File: config.mk
export PLATFORM = sky130hd
export DESIGN_NAME = layer_sequencer
export DESIGN_NICKNAME = d
export VERILOG_FILES = /design/src/rtl/layer_sequencer_pkg.sv /design/src/rtl/layer_sequencer_seq_buf.sv /design/src/rtl/layer_sequencer.sv
export SDC_FILE = /design/constraint.sdc
export NUM_CORES = 2
export LEC_CHECK = 0
export CELL_PAD_IN_SITES_DETAIL_PLACEMENT = 1
export CELL_PAD_IN_SITES_GLOBAL_PLACEMENT = 2
export CORE_MARGIN = 1.5
export CORE_UTILIZATION = 30
export CTS_CLUSTER_DIAMETER = 80
export DETAILED_ROUTE_END_ITERATION = 8
export DONT_BUFFER_PORTS = 1
export PLACE_DENSITY_LB_ADDON = 0.1
export SETUP_SLACK_MARGIN = 0.02
export SYNTH_ARGS = -nofsm -noshare
export SYNTH_HDL_FRONTEND = slang
export SYNTH_SLANG_ARGS = --single-unit
export TNS_END_PERCENT = 10
File: constraint.sdc
create_clock -name clk -period 5.6 [get_ports clk]
set_input_delay 1.12 -clock clk [delete_from_list [all_inputs] [get_ports clk]]
set_output_delay 1.12 -clock clk [all_outputs]
set_load 0.01 [all_outputs]
File: src/rtl/layer_sequencer_pkg.sv
// Shared types and sizing helpers for the layer sequencer and its buffers.
// DATA_W/OUT_W defaults track the network-wide dataWidth and ROM_bitwidth.
package layer_sequencer_pkg;

   localparam int DATA_W_DEF = 16;
   localparam int OUT_W_DEF  = 16;

   typedef enum logic [2:0] {
      S_IDLE,
      S_LOAD,
      S_BCAST,
      S_WAIT,
      S_DRAIN
   } state_e;

   // Counter width able to hold the value 'range' itself
   function automatic int cnt_w(input int range);
      return $clog2(range) + 1;
   endfunction

   function automatic int addr_w(input int depth);
      return (depth > 1) ? $clog2(depth) : 1;
   endfunction

endpackage

File: src/rtl/layer_sequencer_seq_buf.sv
// Register-array buffer with one addressed write port, optional per-entry
// parallel writes and a write-first registered read port.
module seq_buf
   import layer_sequencer_pkg::*;
#(
   parameter int DEPTH = 4,
   parameter int WIDTH = 16,
   parameter int AW    = addr_w(DEPTH)
) (
   input  logic                   clk,
   input  logic                   rst_n,
   input  logic                   wr_en_i,
   input  logic [AW-1:0]          wr_addr_i,
   input  logic [WIDTH-1:0]       wr_data_i,
   input  logic [DEPTH-1:0]       par_we_i,
   input  logic [DEPTH*WIDTH-1:0] par_data_i,
   input  logic                   rd_en_i,
   input  logic [AW-1:0]          rd_addr_i,
   output logic [WIDTH-1:0]       rd_data_o
);

   logic [WIDTH-1:0] mem_q [DEPTH];
   logic [WIDTH-1:0] rd_data_q;
   logic [WIDTH-1:0] rd_word;

   // NOTE: the storage array is deliberately not reset; only the read register is.
   always_ff @(posedge clk) begin
      for (int i = 0; i < DEPTH; i++) begin
         if (par_we_i[i])
            mem_q[i] <= par_data_i[i*WIDTH +: WIDTH];
         else if (wr_en_i && wr_addr_i == AW'(i))
            mem_q[i] <= wr_data_i;
      end
   end

   // Forward same-cycle writes so a read issued with the final write sees it.
   // NOTE: rd_word gets a default first so this block can never infer a latch.
   always_comb begin
      rd_word = '0;
      if (int'(rd_addr_i) < DEPTH)
         rd_word = mem_q[rd_addr_i];
      if (wr_en_i && wr_addr_i == rd_addr_i)
         rd_word = wr_data_i;
      for (int i = 0; i < DEPTH; i++)
         if (par_we_i[i] && rd_addr_i == AW'(i))
            rd_word = par_data_i[i*WIDTH +: WIDTH];
   end

   // NOTE: sequential state uses non-blocking assignments only.
   always_ff @(posedge clk or negedge rst_n) begin
      if (!rst_n)
         rd_data_q <= '0;
      else if (rd_en_i)
         rd_data_q <= rd_word;
   end

   assign rd_data_o = rd_data_q;

endmodule

File: src/rtl/layer_sequencer.sv
// Loads an input vector, broadcasts it as one gapless burst to all neurons,
// collects each neuron's activation and drains the results downstream.
module layer_sequencer
   import layer_sequencer_pkg::*;
#(
   parameter int NUM_IN     = 128,
   parameter int NUM_NEURON = 32,
   parameter int DATA_W     = DATA_W_DEF,
   parameter int OUT_W      = OUT_W_DEF,
   parameter int TIMEOUT    = 64
) (
   input  logic                       clk,
   input  logic                       rst_n,
   input  logic                       in_valid,
   output logic                       in_ready,
   input  logic [DATA_W-1:0]          in_data,
   output logic                       nrn_in_valid,
   output logic [DATA_W-1:0]          nrn_in_data,
   input  logic [NUM_NEURON-1:0]      nrn_out_valid,
   input  logic [NUM_NEURON*OUT_W-1:0] nrn_out_data,
   output logic                       out_valid,
   input  logic                       out_ready,
   output logic [OUT_W-1:0]           out_data,
   output logic                       busy,
   output logic                       err
);

   localparam int IN_AW  = addr_w(NUM_IN);
   localparam int NN_AW  = addr_w(NUM_NEURON);
   localparam int WCNT_W = cnt_w(NUM_IN);
   localparam int DCNT_W = cnt_w(NUM_NEURON);
   localparam int TCNT_W = cnt_w(TIMEOUT);

   localparam logic [WCNT_W-1:0] WCNT_LAST = WCNT_W'(NUM_IN - 1);
   localparam logic [WCNT_W-1:0] RCNT_END  = WCNT_W'(NUM_IN);
   localparam logic [DCNT_W-1:0] DCNT_END  = DCNT_W'(NUM_NEURON);
   localparam logic [TCNT_W-1:0] TCNT_LAST = TCNT_W'(TIMEOUT - 1);
   localparam logic [TCNT_W-1:0] TCNT_MAX  = '1;

   state_e                state_q;
   logic [WCNT_W-1:0]     wcnt_q, rcnt_q;
   logic [DCNT_W-1:0]     dcnt_q;
   logic [TCNT_W-1:0]     tcnt_q;
   logic [NUM_NEURON-1:0] seen_q, seen_d, capture;
   logic                  in_ready_q, nrn_in_valid_q, out_valid_q, busy_q, err_q;
   logic                  in_hs, load_last, bcast_fetch, out_hs, drain_fetch;
   logic                  wait_done, wait_tmo, spurious;

   always_comb begin
      in_hs       = (state_q == S_LOAD) && in_valid && in_ready_q;
      load_last   = in_hs && (wcnt_q == WCNT_LAST);
      bcast_fetch = (state_q == S_BCAST) && (rcnt_q != RCNT_END);
      out_hs      = out_valid_q && out_ready;
      drain_fetch = (state_q == S_DRAIN) && out_hs && (dcnt_q != DCNT_END);
      capture     = (state_q == S_WAIT) ? (nrn_out_valid & ~seen_q) : '0;
      seen_d      = seen_q | capture;
      wait_done   = (state_q == S_WAIT) && (&seen_d);
      wait_tmo    = (state_q == S_WAIT) && !(&seen_d) && (tcnt_q == TCNT_LAST);
      spurious    = (state_q == S_WAIT) ? |(nrn_out_valid & seen_q) : |nrn_out_valid;
   end

   // rcnt/dcnt index the next word to fetch; the read register presents the previous one.
   always_ff @(posedge clk or negedge rst_n) begin
      if (!rst_n) begin
         state_q        <= S_IDLE;
         wcnt_q         <= '0;
         rcnt_q         <= '0;
         dcnt_q         <= '0;
         tcnt_q         <= '0;
         seen_q         <= '0;
         in_ready_q     <= 1'b0;
         nrn_in_valid_q <= 1'b0;
         out_valid_q    <= 1'b0;
         busy_q         <= 1'b0;
         err_q          <= 1'b0;
      end else begin
         if (spurious || wait_tmo)
            err_q <= 1'b1;
         case (state_q)
            S_IDLE: begin
               state_q    <= S_LOAD;
               in_ready_q <= 1'b1;
               busy_q     <= 1'b1;
            end
            S_LOAD: begin
               if (load_last) begin
                  wcnt_q         <= '0;
                  rcnt_q         <= WCNT_W'(1);
                  in_ready_q     <= 1'b0;
                  nrn_in_valid_q <= 1'b1;
                  state_q        <= S_BCAST;
               end else if (in_hs) begin
                  wcnt_q <= wcnt_q + 1'b1;
               end
            end
            S_BCAST: begin
               if (rcnt_q == RCNT_END) begin
                  rcnt_q         <= '0;
                  nrn_in_valid_q <= 1'b0;
                  state_q        <= S_WAIT;
               end else begin
                  rcnt_q <= rcnt_q + 1'b1;
               end
            end
            S_WAIT: begin
               if (wait_done || wait_tmo) begin
                  seen_q      <= '0;
                  tcnt_q      <= '0;
                  dcnt_q      <= DCNT_W'(1);
                  out_valid_q <= 1'b1;
                  state_q     <= S_DRAIN;
               end else begin
                  seen_q <= seen_d;
                  if (tcnt_q != TCNT_MAX)
                     tcnt_q <= tcnt_q + 1'b1;
               end
            end
            S_DRAIN: begin
               if (out_hs && dcnt_q == DCNT_END) begin
                  dcnt_q      <= '0;
                  out_valid_q <= 1'b0;
                  busy_q      <= 1'b0;
                  state_q     <= S_IDLE;
               end else if (out_hs) begin
                  dcnt_q <= dcnt_q + 1'b1;
               end
            end
            default: state_q <= S_IDLE;
         endcase
      end
   end

   seq_buf #(.DEPTH(NUM_IN), .WIDTH(DATA_W)) u_in_buf (
      .clk        (clk),
      .rst_n      (rst_n),
      .wr_en_i    (in_hs),
      .wr_addr_i  (wcnt_q[IN_AW-1:0]),
      .wr_data_i  (in_data),
      .par_we_i   ('0),
      .par_data_i ('0),
      .rd_en_i    (load_last || bcast_fetch),
      .rd_addr_i  (rcnt_q[IN_AW-1:0]),
      .rd_data_o  (nrn_in_data)
   );

   seq_buf #(.DEPTH(NUM_NEURON), .WIDTH(OUT_W)) u_out_buf (
      .clk        (clk),
      .rst_n      (rst_n),
      .wr_en_i    (1'b0),
      .wr_addr_i  ('0),
      .wr_data_i  ('0),
      .par_we_i   (capture),
      .par_data_i (nrn_out_data),
      .rd_en_i    (wait_done || wait_tmo || drain_fetch),
      .rd_addr_i  (dcnt_q[NN_AW-1:0]),
      .rd_data_o  (out_data)
   );

   assign in_ready     = in_ready_q;
   assign nrn_in_valid = nrn_in_valid_q;
   assign out_valid    = out_valid_q;
   assign busy         = busy_q;
   assign err          = err_q;

endmodule

==> impl_summary.md <==
Floorplanning
The number of placement rows is approximately 220. From left edge to right edge, the die measures 607 µm. Pin placement for this block handled about 600 I/O pins. The overall die height is a little over 600 µm. Once the floorplan was initialized, standard cells occupied between 30% and 40% of the core. In this run the standard cell core region covers about 360,000 µm². The floorplan step defined a die boundary enclosing between 300,000 and 400,000 µm².

Cells and area
The area growth from synthesis to layout is 16.0%. Of the cells placed in the final design, the portion with a size suffix greater than 1 is 27.1%. The share of the core filled with cells in the final layout is a little over a third. After the last flow step, the layout net total stands at around 6,500. Summing all non-filler instances in the final layout gives an area of roughly 130,000 µm².

CTS
The number of buffers between clock root and the deepest sink is 4. TritonCTS built the clock tree. After clock tree synthesis, the clock-pin slew on the worst setup and hold paths is about 0.06 ns. The clock buffer count from CTS is 315. The cell chosen for the clock root is clkbuf_16. The H-tree was split into 5 levels. The clock reaches the later pin of the worst-skew pair after 0.95 ns.

The clock net in this run drives a total of ~2,700 sinks.

Worst setup path
The endpoint required time on the critical path is roughly 6.3 ns. The capture instance of the worst register-to-register path is u_out_buf.rd_data_o[12]. The arrival time of data at the critical path endpoint is about 6.1 ns. The destination of the critical timing path is u_out_buf.rd_data_o[12].

The kind of critical path is flop to flop. The number of cells on the worst reg-to-reg path is 9. The startpoint of the worst setup timing path is dcnt_q[0].

In this run the worst path has a maximum fanout of 58. STA classifies the critical path endpoint as a flop. Across all register-to-register paths, the minimum setup slack is approximately 0.24 ns. The sort of element at the start of the critical path is a flop. The startpoint of the lowest-slack register-to-register path is dcnt_q[0].

Yosys
The cell count after synthesis is about 5,600. The predominant post-synthesis flop cell is edfxtp_1. The synthesis warning total is 0. Yosys attributes the largest share of cell area to edfxtp_1 70%, mux4_2 16%, dfrtp_1 2.3%, nor2_1 1.2%, mux2i_1 0.79%. After synthesis, flip-flops and latches occupy just over 70% of the total area. Of all cell types, the one taking the most synthesized area is edfxtp_1.

The fraction of registers with async set/reset is roughly 3.8%. The number of different library cells in the post-synthesis netlist is 88. The synthesized design contains about 2,700 register bits. By count the netlist is led by 2,560 x edfxtp_1, 763 x mux4_2, 354 x nor2_1. The post-synth net total is between 6,000 and 7,000. By instance count, the leading cell after synthesis is edfxtp_1. The mean cell area of the mapped netlist is between 15 and 20 µm².

The synthesized design devotes to its leading area cell type 70.2% of total area. The number of enable-type register cells in the synthesized netlist is about 2,600. The mapped netlist covers between 100,000 and 150,000 µm².

STA
The shortest clock period the worst path allows after layout is ~5.4 ns. Setup repair after global routing left no endpoint under its margin. The max-slew violation count is 3. The relative slew slack is -0.638%. At the pin with the least slew margin, the transition time is between 1.5 and 2 ns. Setup violations remaining at the end of the flow were counted as 0. The setup clock skew after layout is around 0.057 ns. Of the available clock period, the critical path in the final layout requires roughly 96%. Setup slack closes at between 0.2 and 0.25 ns. The final-report hold violation count is 0. Timing would allow up to between 150 and 200 MHz. Setup total negative slack on the finished layout was measured at 0 ns.

Detailed routing
Wires add up to about 440,000 µm. The detailed router finished its first iteration with a little under 6,000 violations. The number of detailed-routing iterations run before antenna repair is 5. In this run the remaining antenna-violating nets after routing total 0. The routed layout has roughly 61,000 vias. After detailed routing, the number of remaining DRC violations is 0. In the final routed layout, each cell accounts on average for a little under 40 µm.

The per-cell via count in the routed design is 5.49.

Global route
The first global-routing pass estimated between 500,000 and 600,000 µm of wire. The total routing usage reported by global routing is a little under a quarter. The via count of the first global-routing pass is ~63,000. The pin count of the biggest net entering global routing is 130. The number of antenna violations at the first check in global routing was 81. The total global routing overflow is 0.

Hold path
In this run the worst hold path is classified as primary input to asynchronous set/reset pin.

Place
The congestion estimate from routability-driven global placement came to about 0.91. Before CTS, the worst setup slack after placement is roughly 0.36 ns. The count of input and output buffers is 0. The estimated wirelength of the detail-placed design is ~300,000 µm.

The area of placed instances is roughly 120,000 µm².

Status
The checks that failed: max-capacitance violations, max-slew violations. The flow ran to the end, but the final reports show violations.

Pwr
The worst voltage drop across the vdd grid is 0.299 mV. For this design the ratio of total power to cell area is 371 nW/µm². The reported leakage power is roughly 0.041 µW.

Flow run
The number of maximum-capacitance violations is 1.
-- registers in the layout (all words and copies together) (netlist names), 6 cells and up --
signal / count
dcnt_q: 6
rcnt_q: 8
seen_q: 32
tcnt_q: 7
u_in_buf.mem_q: 2048
u_in_buf.rd_data_o: 16
u_out_buf.mem_q: 512
u_out_buf.rd_data_o: 16
wcnt_q: 8
-- worst max-delay path, cell delays in order, from the launching register on --
cell and delay, ns:
dfrtp_4 0.58, buf_12 0.29, mux4_2 0.81, a32oi_1 0.76, o31ai_1 0.45, a211oi_1 0.42
o221ai_1 0.26, a211o_1 0.50, nand3_1 0.39, a31oi_1 0.16
-- worst min-delay path by stage --
stage,end,slack (ns),cells past startpoint
after floorplan,rcnt_q[7],0.45,1
after global placement,rcnt_q[7],0.47,1
after detailed placement,rcnt_q[7],0.49,1
after CTS,u_out_buf.rd_data_o[9],0.08,1
after global routing,u_out_buf.rd_data_o[9],0.09,1
final,u_out_buf.rd_data_o[9],0.09,1
-- what timing repair did --
| item | 4_1_cts | 5_1_grt |
|---|---|---|
| setup endpoints to repair | 0 | 0 |
| gates resized for setup | 0 | 0 |
| hold buffers | 1 | 0 |
| endpoints found under the hold margin | 101 | 0 |
| setup buffers | 0 | 0 |
-- per-stage QoR --
stage	total power, µW	hold slack, ns	instances
6_report	47100	0.0880	11000
5_1_grt	48400	0.0938	11000
4_1_cts	47700	0.0782	11000
3_5_place_dp	27900	0.489	10400
3_3_place_gp	27900	0.471	10400
2_1_floorplan	25100	0.451	5618
-- final cells by class --
| class | count | area [µm²] |
|---|---|---|
| diodes | 80 | 200 |
| clock buffers | 393 | 8280 |
| clock inverters | 171 | 1440 |
| fillers | 35600 | 236000 |
| inverters | 17 | 63.8 |
| multi-input cells | 2591 | 28800 |
| flip-flops and latches | 2661 | 79400 |
| well taps | 4794 | 6000 |
| repair buffers | 331 | 2820 |
-- power breakdown --
part / switching [µW] / internal (µW)
Sequential: 430 / 21900
Clock: 8530 / 11100
Combinational: 3430 / 1710
-- cell usage in the layout, fill, tap and decap left out, types with 73 or more instances in the layout --
cell type and count:
o22ai_1 90, dfrtp_1 88, clkbuf_16 320, mux2i_1 86
o21ai_0 125, a21oi_1 118, nor2_1 315, diode_2 80
clkbuf_1 73, nand3_1 96, nand2_1 198, mux4_2 763
edfxtp_1 2560, buf_4 305
-- logic make-up after synthesis --
family	synth area share (%)
compound gates	4.28
xor+xnor	0.0880
fa+ha+maj	0.171
buf+inv	1.45
flops	72.5
mux	17.0
simple gates	4.48
-- layer usage --
metal / GRT usage [%] / wire (µm) / part of all wire (%) / vias to the layer above
met5: 0 / 280 / 0.064 / -
met4: 8.77 / 17600 / 4.0 / 40
met3: 5.90 / 32400 / 7.4 / 632
met2: 39.9 / 218000 / 50 / 2079
met1: 28.7 / 171000 / 39 / 33500
li1: - / - / - / 24400
Note: power is estimated with default switching activity, not from simulation.
